`src/rtl/term_event_fifo_pkg.sv`:
```
// Shared constants, state encoding and event payload for the term1 change-event logger.
package term_event_fifo_pkg;

    localparam int unsigned TERM_W    = 10;
    localparam int unsigned EVT_DEPTH = 8;
    localparam int unsigned EVT_TS_W  = 16;

    typedef enum logic {
        ST_INIT  = 1'b0,
        ST_TRACK = 1'b1
    } trk_state_t;

    typedef struct packed {
        logic [TERM_W-1:0]   vec;
        logic [TERM_W-1:0]   chg;
        logic [EVT_TS_W-1:0] ts;
    } term_evt_t;

    function automatic int unsigned evt_w(input int unsigned w, input int unsigned ts_w);
        return 2 * w + ts_w;
    endfunction

endpackage

```
`src/rtl/term_sync_fifo.sv`:
```
// Generic single-clock FIFO; push while full is accepted only alongside a pop.
module term_sync_fifo #(
    parameter int unsigned DW    = 8,
    parameter int unsigned DEPTH = 8
) (
    input  logic                     clk,
    input  logic                     rst,
    input  logic                     push,
    input  logic [DW-1:0]            din,
    input  logic                     pop,
    output logic [DW-1:0]            dout,
    output logic                     full,
    output logic                     empty,
    output logic [$clog2(DEPTH):0]   count
);

    localparam int unsigned AW = $clog2(DEPTH);
    localparam int unsigned CW = AW + 1;

    logic [DW-1:0] mem [DEPTH];
    logic [AW-1:0] wr_ptr;
    logic [AW-1:0] rd_ptr;
    logic          do_push;
    logic          do_pop;

    assign full    = (count == CW'(DEPTH));
    assign empty   = (count == '0);
    assign do_pop  = pop && !empty;
    assign do_push = push && (!full || do_pop);
    assign dout    = mem[rd_ptr];

    // Storage carries no reset; validity is tracked by count alone.
    always_ff @(posedge clk) begin
        if (do_push) begin
            mem[wr_ptr] <= din;
        end
    end

    always_ff @(posedge clk) begin
        if (rst) begin
            wr_ptr <= '0;
            rd_ptr <= '0;
            count  <= '0;
        end else begin
            if (do_push) begin
                wr_ptr <= wr_ptr + AW'(1);
            end
            if (do_pop) begin
                rd_ptr <= rd_ptr + AW'(1);
            end
            case ({do_push, do_pop})
                2'b10:   count <= count + CW'(1);
                2'b01:   count <= count - CW'(1);
                default: count <= count;
            endcase
        end
    end

endmodule

```
`src/rtl/term_event_fifo.sv`:
```
// Logs changes of the sampled term1 result vector as {vec, chg, ts} events into a FIFO.
module term_event_fifo
    import term_event_fifo_pkg::*;
#(
    parameter int unsigned WIDTH = TERM_W,
    parameter int unsigned DEPTH = EVT_DEPTH,
    parameter int unsigned TS_W  = EVT_TS_W
) (
    input  logic                   clk,
    input  logic                   rst,
    input  logic                   in_valid,
    input  logic [WIDTH-1:0]       in_vec,
    output logic                   out_valid,
    input  logic                   out_ready,
    output logic [WIDTH-1:0]       out_vec,
    output logic [WIDTH-1:0]       out_chg,
    output logic [TS_W-1:0]        out_ts,
    output logic [$clog2(DEPTH):0] count,
    output logic                   overflow,
    input  logic                   clr_ovf
);

    localparam int unsigned EW = evt_w(WIDTH, TS_W);

    trk_state_t       state_q;
    trk_state_t       state_d;
    logic [WIDTH-1:0] base_q;
    logic [TS_W-1:0]  ts_q;
    logic [WIDTH-1:0] chg_c;
    logic             evt_push_c;
    logic             base_ld_c;
    logic             drop_c;
    logic             pop_c;
    logic             full;
    logic             empty;
    logic [EW-1:0]    wr_data;
    logic [EW-1:0]    rd_data;

    assign chg_c     = in_vec ^ base_q;
    assign wr_data   = {in_vec, chg_c, ts_q};
    assign out_valid = !empty;
    assign pop_c     = out_valid && out_ready;
    assign drop_c    = evt_push_c && full && !pop_c;

    assign out_vec = rd_data[EW-1 -: WIDTH];
    assign out_chg = rd_data[TS_W +: WIDTH];
    assign out_ts  = rd_data[TS_W-1:0];

    always_ff @(posedge clk) begin
        if (rst) begin
            state_q <= ST_INIT;
        end else begin
            state_q <= state_d;
        end
    end

    // First qualified sample only seeds the baseline; later ones log on change.
    always_comb begin
        state_d    = state_q;
        evt_push_c = 1'b0;
        base_ld_c  = 1'b0;
        case (state_q)
            ST_INIT: begin
                if (in_valid) begin
                    base_ld_c = 1'b1;
                    state_d   = ST_TRACK;
                end
            end
            ST_TRACK: begin
                if (in_valid && (in_vec != base_q)) begin
                    evt_push_c = 1'b1;
                    base_ld_c  = 1'b1;
                end
            end
            default: state_d = ST_INIT;
        endcase
    end

    // Baseline follows every change, even a dropped one, so masks stay truthful.
    always_ff @(posedge clk) begin
        if (rst) begin
            base_q   <= '0;
            ts_q     <= '0;
            overflow <= 1'b0;
        end else begin
            ts_q <= ts_q + TS_W'(1);
            if (base_ld_c) begin
                base_q <= in_vec;
            end
            if (drop_c) begin
                overflow <= 1'b1;
            end else if (clr_ovf) begin
                overflow <= 1'b0;
            end
        end
    end

    term_sync_fifo #(
        .DW    (EW),
        .DEPTH (DEPTH)
    ) u_fifo (
        .clk   (clk),
        .rst   (rst),
        .push  (evt_push_c),
        .din   (wr_data),
        .pop   (pop_c),
        .dout  (rd_data),
        .full  (full),
        .empty (empty),
        .count (count)
    );

endmodule

```
`config.mk`:
```
export PLATFORM = sky130hd
export DESIGN_NAME = term_event_fifo
export DESIGN_NICKNAME = d
export VERILOG_FILES = /design/src/rtl/term_event_fifo_pkg.sv /design/src/rtl/term_sync_fifo.sv /design/src/rtl/term_event_fifo.sv
export SDC_FILE = /design/constraint.sdc
export NUM_CORES = 1
export LEC_CHECK = 0
export CORE_AREA = 8 8 155 157
export DETAILED_ROUTE_END_ITERATION = 8
export DIE_AREA = 0 0 163 165
export GPL_ROUTABILITY_DRIVEN = 0
export PLACE_DENSITY = 0.78
export SLEW_MARGIN = 20
export SYNTH_ARGS = -nofsm -noshare
export SYNTH_HDL_FRONTEND = slang
export SYNTH_SLANG_ARGS = --single-unit
```
`constraint.sdc`:
```
create_clock -name clk -period 8.8 [get_ports clk]
set_clock_uncertainty 0.2 [all_clocks]
set_input_delay 1.76 -clock clk [delete_from_list [all_inputs] [get_ports clk]]
set_output_delay 1.76 -clock clk [all_outputs]
set_load 0.1 [all_outputs]
```
==> impl_metrics.py, run 1 <==
metrics = {
    "route": {
        "route.layer.met1.wl_mm": 9.878,
        "vias": 6005,
        "drc_errors": 0,
        "avgViaCountPerCell": 6.011,
        "top_signal_layer_used": "met4",
        "routed_wire_length_mm": 23.95,
        "initialDrtViolationCount": 518,
        "post_route_antenna_net_violation_count": 0,
        "wire_length_on_met2_mm": 12.05,
        "dr_wl_cell_um": 23.97,
        "dr.pass1.iters": 5,
        "route.met3.wl_mm": 1.577,
    },
    "synthesis": {
        "syn-instance-count": 619,
        "synth.most_common_cell": "sky130_fd_sc_hd__edfxtp_1",
        "syn-cell-area_um2": 12670,
        "synth-seq-area-share": 0.7474,
        "synth_mux_area_frac": 0.1712,
        "yosys.area.top_type": "sky130_fd_sc_hd__edfxtp_1",
        "synth_compound_gate_area_share": 0.005925,
        "synth_top_family_by_area": "multiplexers",
        "synth_commonest_cells": "sky130_fd_sc_hd__edfxtp_1 (288), sky130_fd_sc_hd__mux4_2 (72), sky130_fd_sc_hd__dfxtp_1 (41), sky130_fd_sc_hd__mux2_2 (38), sky130_fd_sc_hd__nor2_1 (36)",
        "number_of_enable_type_register_cells_in_the_synthesized_netlist": 288,
        "yosys.area_share.adder": 0.005925,
        "synth_top_area_frac": 0.6826,
        "post_synthesis_xor_xnor_area_fraction": 0.01936,
        "synth_top_flop_cell": "sky130_fd_sc_hd__edfxtp_1",
        "ffs_latches_synth": 329,
        "net_count_after_synthesis": 640,
        "syn_avg_cell_area_um2": 20.47,
        "ys.warnings.count": 0,
        "yosysUniqueCellTypes": 36,
        "synth_simple_gate_area_share": 0.03782,
        "post_synth_main_area_contributors": "sky130_fd_sc_hd__edfxtp_1 (68%), sky130_fd_sc_hd__mux4_2 (13%), sky130_fd_sc_hd__dfxtp_1 (6.5%)",
        "synthArstFlopShare": 0,
    },
    "critical_path": {
        "regToRegEndpoint": "u_fifo.mem[1][17]",
        "end_kind": "output pin",
        "worst-endpoint-required_ns": 6.84,
        "nature_of_the_critical_path_startpoint": "flop",
        "slowest_stage": "sky130_fd_sc_hd__clkdlybuf4s50_1",
        "crit_path_cell_trace": "buf_4, mux4_2, mux2_2, clkdlybuf4s50_1",
        "cp_max_fo": 37,
        "max_stage_delay_ns": 0.99,
        "timing.reg2reg.worst_path_depth": 6,
        "setup.worst_path.class": "reg2out",
        "crit-reg2reg-launch": "base_q[1]",
        "ff2ff_setup_slack_ns": 4.66,
        "worst-endpoint-arrival_ns": 4.08,
    },
    "clock_tree": {
        "clock_latency_ns": 0.55,
        "cts-root-to-sink-buffers": 3,
        "sinks_on_clock_net": 329,
        "cts_tree": "built",
        "cts.repair.resized": 0,
        "cts-htree-levels": 1,
        "cts-hold-fix-buffers": 0,
        "clock-root-buffer": "sky130_fd_sc_hd__clkbuf_16",
        "post-cts-setup-buffers": 0,
        "clk_pin_slew_ns": 0.06,
        "cts-buffers-inserted": 31,
    },
    "finish": {
        "fillerInstances": 1325,
        "final_util": 0.6804,
        "fin_cells": 999,
        "areaGrowthSynthToFinish_pct": 15.38,
        "antenna_cells_inserted": 0,
        "layout-drive-gt1-share": 0.2545,
        "net_total_in_the_final_layout": 716,
    },
    "sta": {
        "totalNegativeSetupSlack_ns": 0,
        "final-hold-violation-count": 0,
        "final.min_clock_period_ns": 6.043,
        "layout_worst_path_cycle_share": 0.6866,
        "timing.max_slew.rel_slack": 0.2541,
        "worst_pin_slew_ns": 1.114,
        "slew_viol_final": 0,
        "rsz_0062_raised_after_global_routing": "no",
        "clock.fmax_mhz": 165.5,
        "setup_viol": 0,
    },
    "hold_path": {
        "min_from": "overflow",
        "worst_hold_path.num_cells": 2,
        "hold_path_class": "reg2reg",
        "min_delay_worst_endpoint": "overflow",
    },
    "power_and_ir_drop": {
        "power_switching_share": 0.2983,
        "leakage_nw": 4.681,
        "internal_power_contribution_mw": 2.817,
        "power_frac_comb": 0.225,
        "switching_power_mw": 1.197,
        "post-layout-total-power_mw": 4.014,
        "pwr_density_cell_nw_per_um2": 274.6,
        "part_of_the_power_in_the_clock_network": 0.329,
        "irDropWorstVdd_v": 0.0002878,
        "power_frac_seq": 0.445,
    },
    "placed_design": {
        "buffer_ports.inserted": 56,
        "dp_hpwl_mm": 13.62,
        "placed_cells": 942,
    },
    "global_route": {
        "grt_pass1_vias": 6419,
        "grtUsageTotal": 0.1823,
        "first_pass_grt_wire_length_mm": 37.11,
        "global_route.overflow_total": 0,
        "grt_start_max_net_pins": 45,
        "antenna_violations_before_repair": 0,
    },
    "floorplanning": {
        "ioPinCount": 57,
        "fp.dieArea_um2": 26900,
        "die_x_extent_um": 163,
        "std_cell_rows": 54,
        "placeableCoreArea_um2": 21490,
        "start_util": 0.5897,
        "die_height_um": 165,
    },
    "run_status": {
        "status": "completed",
    },
    "job": {
        "max_cap_viol_count": 0,
    },
}
-- worst max-delay path: cells and delay by family (launching register included) --
| family | cells | cell delay (ns) |
|---|---|---|
| mux | 2 | 0.93 |
| buf+inv | 2 | 1.70 |
| flops | 1 | 0.82 |
-- cell families after synthesis --
family / Yosys count
AO/OA/AOI/OAI: 14
XOR/XNOR: 28
adder cells (fa/ha/maj): 6
buffers and inverters: 30
flip-flops: 329
multiplexers: 122
AND/OR/NAND/NOR: 90
-- per-layer routing --
| layer | vias to the layer above | GRT usage |
|---|---|---|
| li1 | 2652 | - |
| met1 | 3109 | 0.2424 |
| met2 | 202 | 0.3108 |
| met3 | 42 | 0.02966 |
| met4 | 0 | 0.04671 |
| met5 | - | 0 |
-- cells in the final DEF, fill, tap and decap left out, drive strengths merged, types with 3 or more instances in the layout --
cell / netlist / final
edfxtp: 288 / 288
mux4: 72 / 72
clkdlybuf4s50: 0 / 56
clkbuf: 7 / 43
dfxtp: 41 / 41
mux2: 38 / 38
nor2: 36 / 36
xor2: 22 / 22
buf: 20 / 14
mux2i: 12 / 12
nand2: 11 / 11
nand3: 9 / 9
clkinv: 0 / 8
a21oi: 7 / 7
xnor2: 6 / 6
ha: 6 / 6
nor4: 6 / 6
o21ai: 5 / 5
inv: 3 / 5
nor3: 5 / 5
nand2b: 4 / 4
nor4b: 3 / 3
nor2b: 3 / 3
or3: 3 / 3
bufinv: 0 / 3
-- state kept, by name, indices dropped and copies added (netlist names), named ones only --
register and cells:
state_q 1, u_fifo.count 4, u_fifo.mem 288, ts_q 16, u_fifo.wr_ptr 3, base_q 10
overflow 1, u_fifo.rd_ptr 3
-- area by class of cell --
class / instances / area (um2) / share of cell area
Multi-Input combinational cell: 260 / 3080 / 0.2107
Tap cell: 280 / 350.3 / 0.02397
Clock inverter: 14 / 151.4 / 0.01036
Inverter: 3 / 11.26 / 0.0007703
Clock buffer: 43 / 880.8 / 0.06026
Sequential cell: 329 / 9478 / 0.6484
Timing Repair Buffer: 70 / 665.6 / 0.04554
-- power by group through the flow --
stage	registers, mW	logic, mW	clock network (mW)
2_1_floorplan	1.82	0.726	0
6_report	1.79	0.905	1.32
4_1_cts	1.79	0.916	1.34
3_3_place_gp	1.82	0.900	0
3_5_place_dp	1.82	0.909	0
5_1_grt	1.80	0.943	1.40
-- metrics by stage --
| stage | cell area (um2) | setup WS [ns] | hold slack, ns |
|---|---|---|---|
| 5_1_grt | 14620 | 2.511 | 0.3275 |
| 2_1_floorplan | 12670 | 1.913 | 0.2533 |
| 3_3_place_gp | 13580 | 2.792 | 0.2550 |
| 6_report | 14620 | 2.757 | 0.2733 |
| 4_1_cts | 14620 | 2.648 | 0.2858 |
| 3_5_place_dp | 13590 | 2.529 | 0.2690 |
-- worst max-delay path by stage --
stage,startpoint,to,slack [ns],depth (start not counted)
floorplan,in_vec[6],u_fifo.mem[0][0],1.91,6
global placement,in_vec[1],u_fifo.mem[1][27],2.79,7
detailed placement,in_vec[1],u_fifo.mem[2][30],2.53,7
CTS,flop,out_chg[5],2.65,4
global route,flop,out_chg[5],2.51,4
finish,flop,out_chg[5],2.76,4
No activity file was read; power rests on OpenSTA's default activity.
==> run 2, diff against run 1 <==
==> constraint.sdc (replaced) <==
create_clock -name clk -period 5.8 [get_ports clk]
set_clock_uncertainty 0.2 [all_clocks]
set_input_delay 1.16 -clock clk [delete_from_list [all_inputs] [get_ports clk]]
set_output_delay 1.16 -clock clk [all_outputs]
set_load 0.1 [all_outputs]
==> run 2 against run 1 <==
Compared with the run above:
- die area unchanged
- core utilization about the same
- register-to-register slack worse by 2.3 ns
- sequential share of layout area down 0.050 points
- power up 49%
- critical endpoint is now out_vec[9]
- sequential power up 50%
- critical path depth unchanged
==> impl_metrics.py, run 2 (same netlist as run 1, synthesis figures left out) <==
metrics = {
    "critical_path": {
        "max_stage_delay_ns": 0.98,
        "cp_max_fo": 29,
        "end_kind": "output pin",
        "crit_path_cell_trace": "buf_4, mux4_2, mux2_2, clkdlybuf4s50_1",
        "nature_of_the_critical_path_startpoint": "flop",
        "worst-endpoint-required_ns": 4.44,
        "slowest_stage": "sky130_fd_sc_hd__clkdlybuf4s50_1",
        "worst-endpoint-arrival_ns": 3.56,
        "setup.worst_path.class": "reg2out",
    },
    "finish": {
        "layout-drive-gt1-share": 0.2665,
        "most_common_library_cell_in_the_layout_ignoring_fill_and_taps": "sky130_fd_sc_hd__edfxtp_1",
        "final_util": 0.6807,
        "postLayoutCellArea_um2": 14630,
        "final_cell_mix": "sky130_fd_sc_hd__edfxtp_1 (288), sky130_fd_sc_hd__mux4_2 (72), sky130_fd_sc_hd__clkdlybuf4s50_1 (56)",
        "areaGrowthSynthToFinish_pct": 15.44,
        "net_total_in_the_final_layout": 726,
        "antenna_cells_inserted": 0,
        "biggestRegsByFlops": "u_fifo.mem x288, ts_q x16, base_q x10",
        "largest_reg_flops": 288,
        "largest-register": "u_fifo.mem",
    },
    "floorplanning": {
        "ioPinCount": 57,
        "die_height_um": 165,
        "start_util": 0.5897,
        "placeableCoreArea_um2": 21490,
        "std_cell_rows": 54,
        "fp.dieArea_um2": 26900,
        "die_x_extent_um": 163,
    },
    "sta": {
        "final_critical_path_setup_slack_ns": 0.8831,
        "rsz_0062_raised_after_global_routing": "no",
        "worst_pin_slew_ns": 0.9993,
        "slew_viol_final": 0,
        "final-hold-violation-count": 0,
        "layout_worst_path_cycle_share": 0.8477,
        "timing.max_slew.rel_slack": 0.3317,
        "totalNegativeSetupSlack_ns": 0,
        "clock.fmax_mhz": 203.4,
        "setup_viol": 0,
        "final.min_clock_period_ns": 4.917,
    },
    "clock_tree": {
        "post-cts-setup-buffers": 0,
        "cts-root-to-sink-buffers": 3,
        "clk_pin_slew_ns": 0.06,
        "cts-htree-levels": 1,
        "clock_latency_ns": 0.54,
        "cts_tree": "built",
        "clock-root-buffer": "sky130_fd_sc_hd__clkbuf_16",
        "sinks_on_clock_net": 329,
        "cts-hold-fix-buffers": 0,
        "cts-buffers-inserted": 31,
        "cts.repair.resized": 0,
    },
    "power_and_ir_drop": {
        "irDropWorstVdd_v": 0.0004454,
        "post-layout-total-power_mw": 5.964,
        "pwr_density_cell_nw_per_um2": 407.8,
        "leakage_nw": 4.709,
    },
    "run_status": {
        "status": "completed",
    },
    "global_route": {
        "global_route.overflow_total": 0,
        "antenna_violations_before_repair": 0,
        "grtUsageTotal": 0.1868,
        "grt_pass1_vias": 6586,
        "first_pass_grt_wire_length_mm": 38.12,
        "grt_start_max_net_pins": 59,
    },
    "route": {
        "routed_wire_length_mm": 24.44,
        "avgViaCountPerCell": 6.090,
        "vias": 6139,
        "dr_wl_cell_um": 24.25,
        "post_route_antenna_net_violation_count": 0,
        "dr.pass1.iters": 5,
        "drc_errors": 0,
        "initialDrtViolationCount": 392,
    },
    "placed_design": {
        "pre_cts_setup_slack_ns": 0.9031,
        "buffer_ports.inserted": 56,
        "dp_hpwl_mm": 14.19,
        "placed_area_um2": 13670,
    },
    "hold_path": {
        "hold_path_class": "reg2reg",
    },
    "job": {
        "max_cap_viol_count": 0,
    },
}
-- run 2: path summary, 6_finish.rpt --
path / startpoint / end / slack [ns] / cells after the start
worst max-delay path: flop / out_vec[9] / 0.88 / 4
worst min-delay path: overflow / overflow / 0.28 / 2
worst max register to register: base_q[1] / u_fifo.count[2] / 2.37 / 12
worst min register to register: overflow / overflow / 0.28 / 2
-- run 2: cell type report --
type                       instances  area [um2]
sequential                       329        9475
fill                            1307        6860
multi-input combinational        260        3080
clock buffer                      39       845.8
timing repair buffer              80       753.2
tap                              280       350.3
clock inverter                    17       108.9
inverter                           3       11.26
-- run 2: where the power goes --
| group | total, mW | internal (mW) | switching, mW | leakage, nW |
|---|---|---|---|---|
| Sequential | 2.69 | 2.62 | 0.0756 | 2.97 |
| Combinational | 1.40 | 0.475 | 0.926 | 1.26 |
| Clock | 1.87 | 1.07 | 0.802 | 0.481 |
-- run 2: layer usage --
layer | global-route usage | wire, um
met3 | 0.03539 | 1761
met1 | 0.2414 | 9826
met5 | 0 | 0
met2 | 0.3195 | 12440
met4 | 0.05421 | 417
-- run 2: worst max-delay path: cells and delay by family, from the launching register on --
| family | cells | cell delay [ns] |
|---|---|---|
| buffers and inverters | 2 | 1.44 |
| muxes | 2 | 0.88 |
| DFF | 1 | 0.70 |
-- run 2: per-stage QoR --
stage,hold WS [ns],cells
finish,0.2797,1008
global route,0.2897,1008
CTS,0.2785,1008
detailed placement,0.2635,952
global placement,0.2583,952
floorplan,0.2533,619
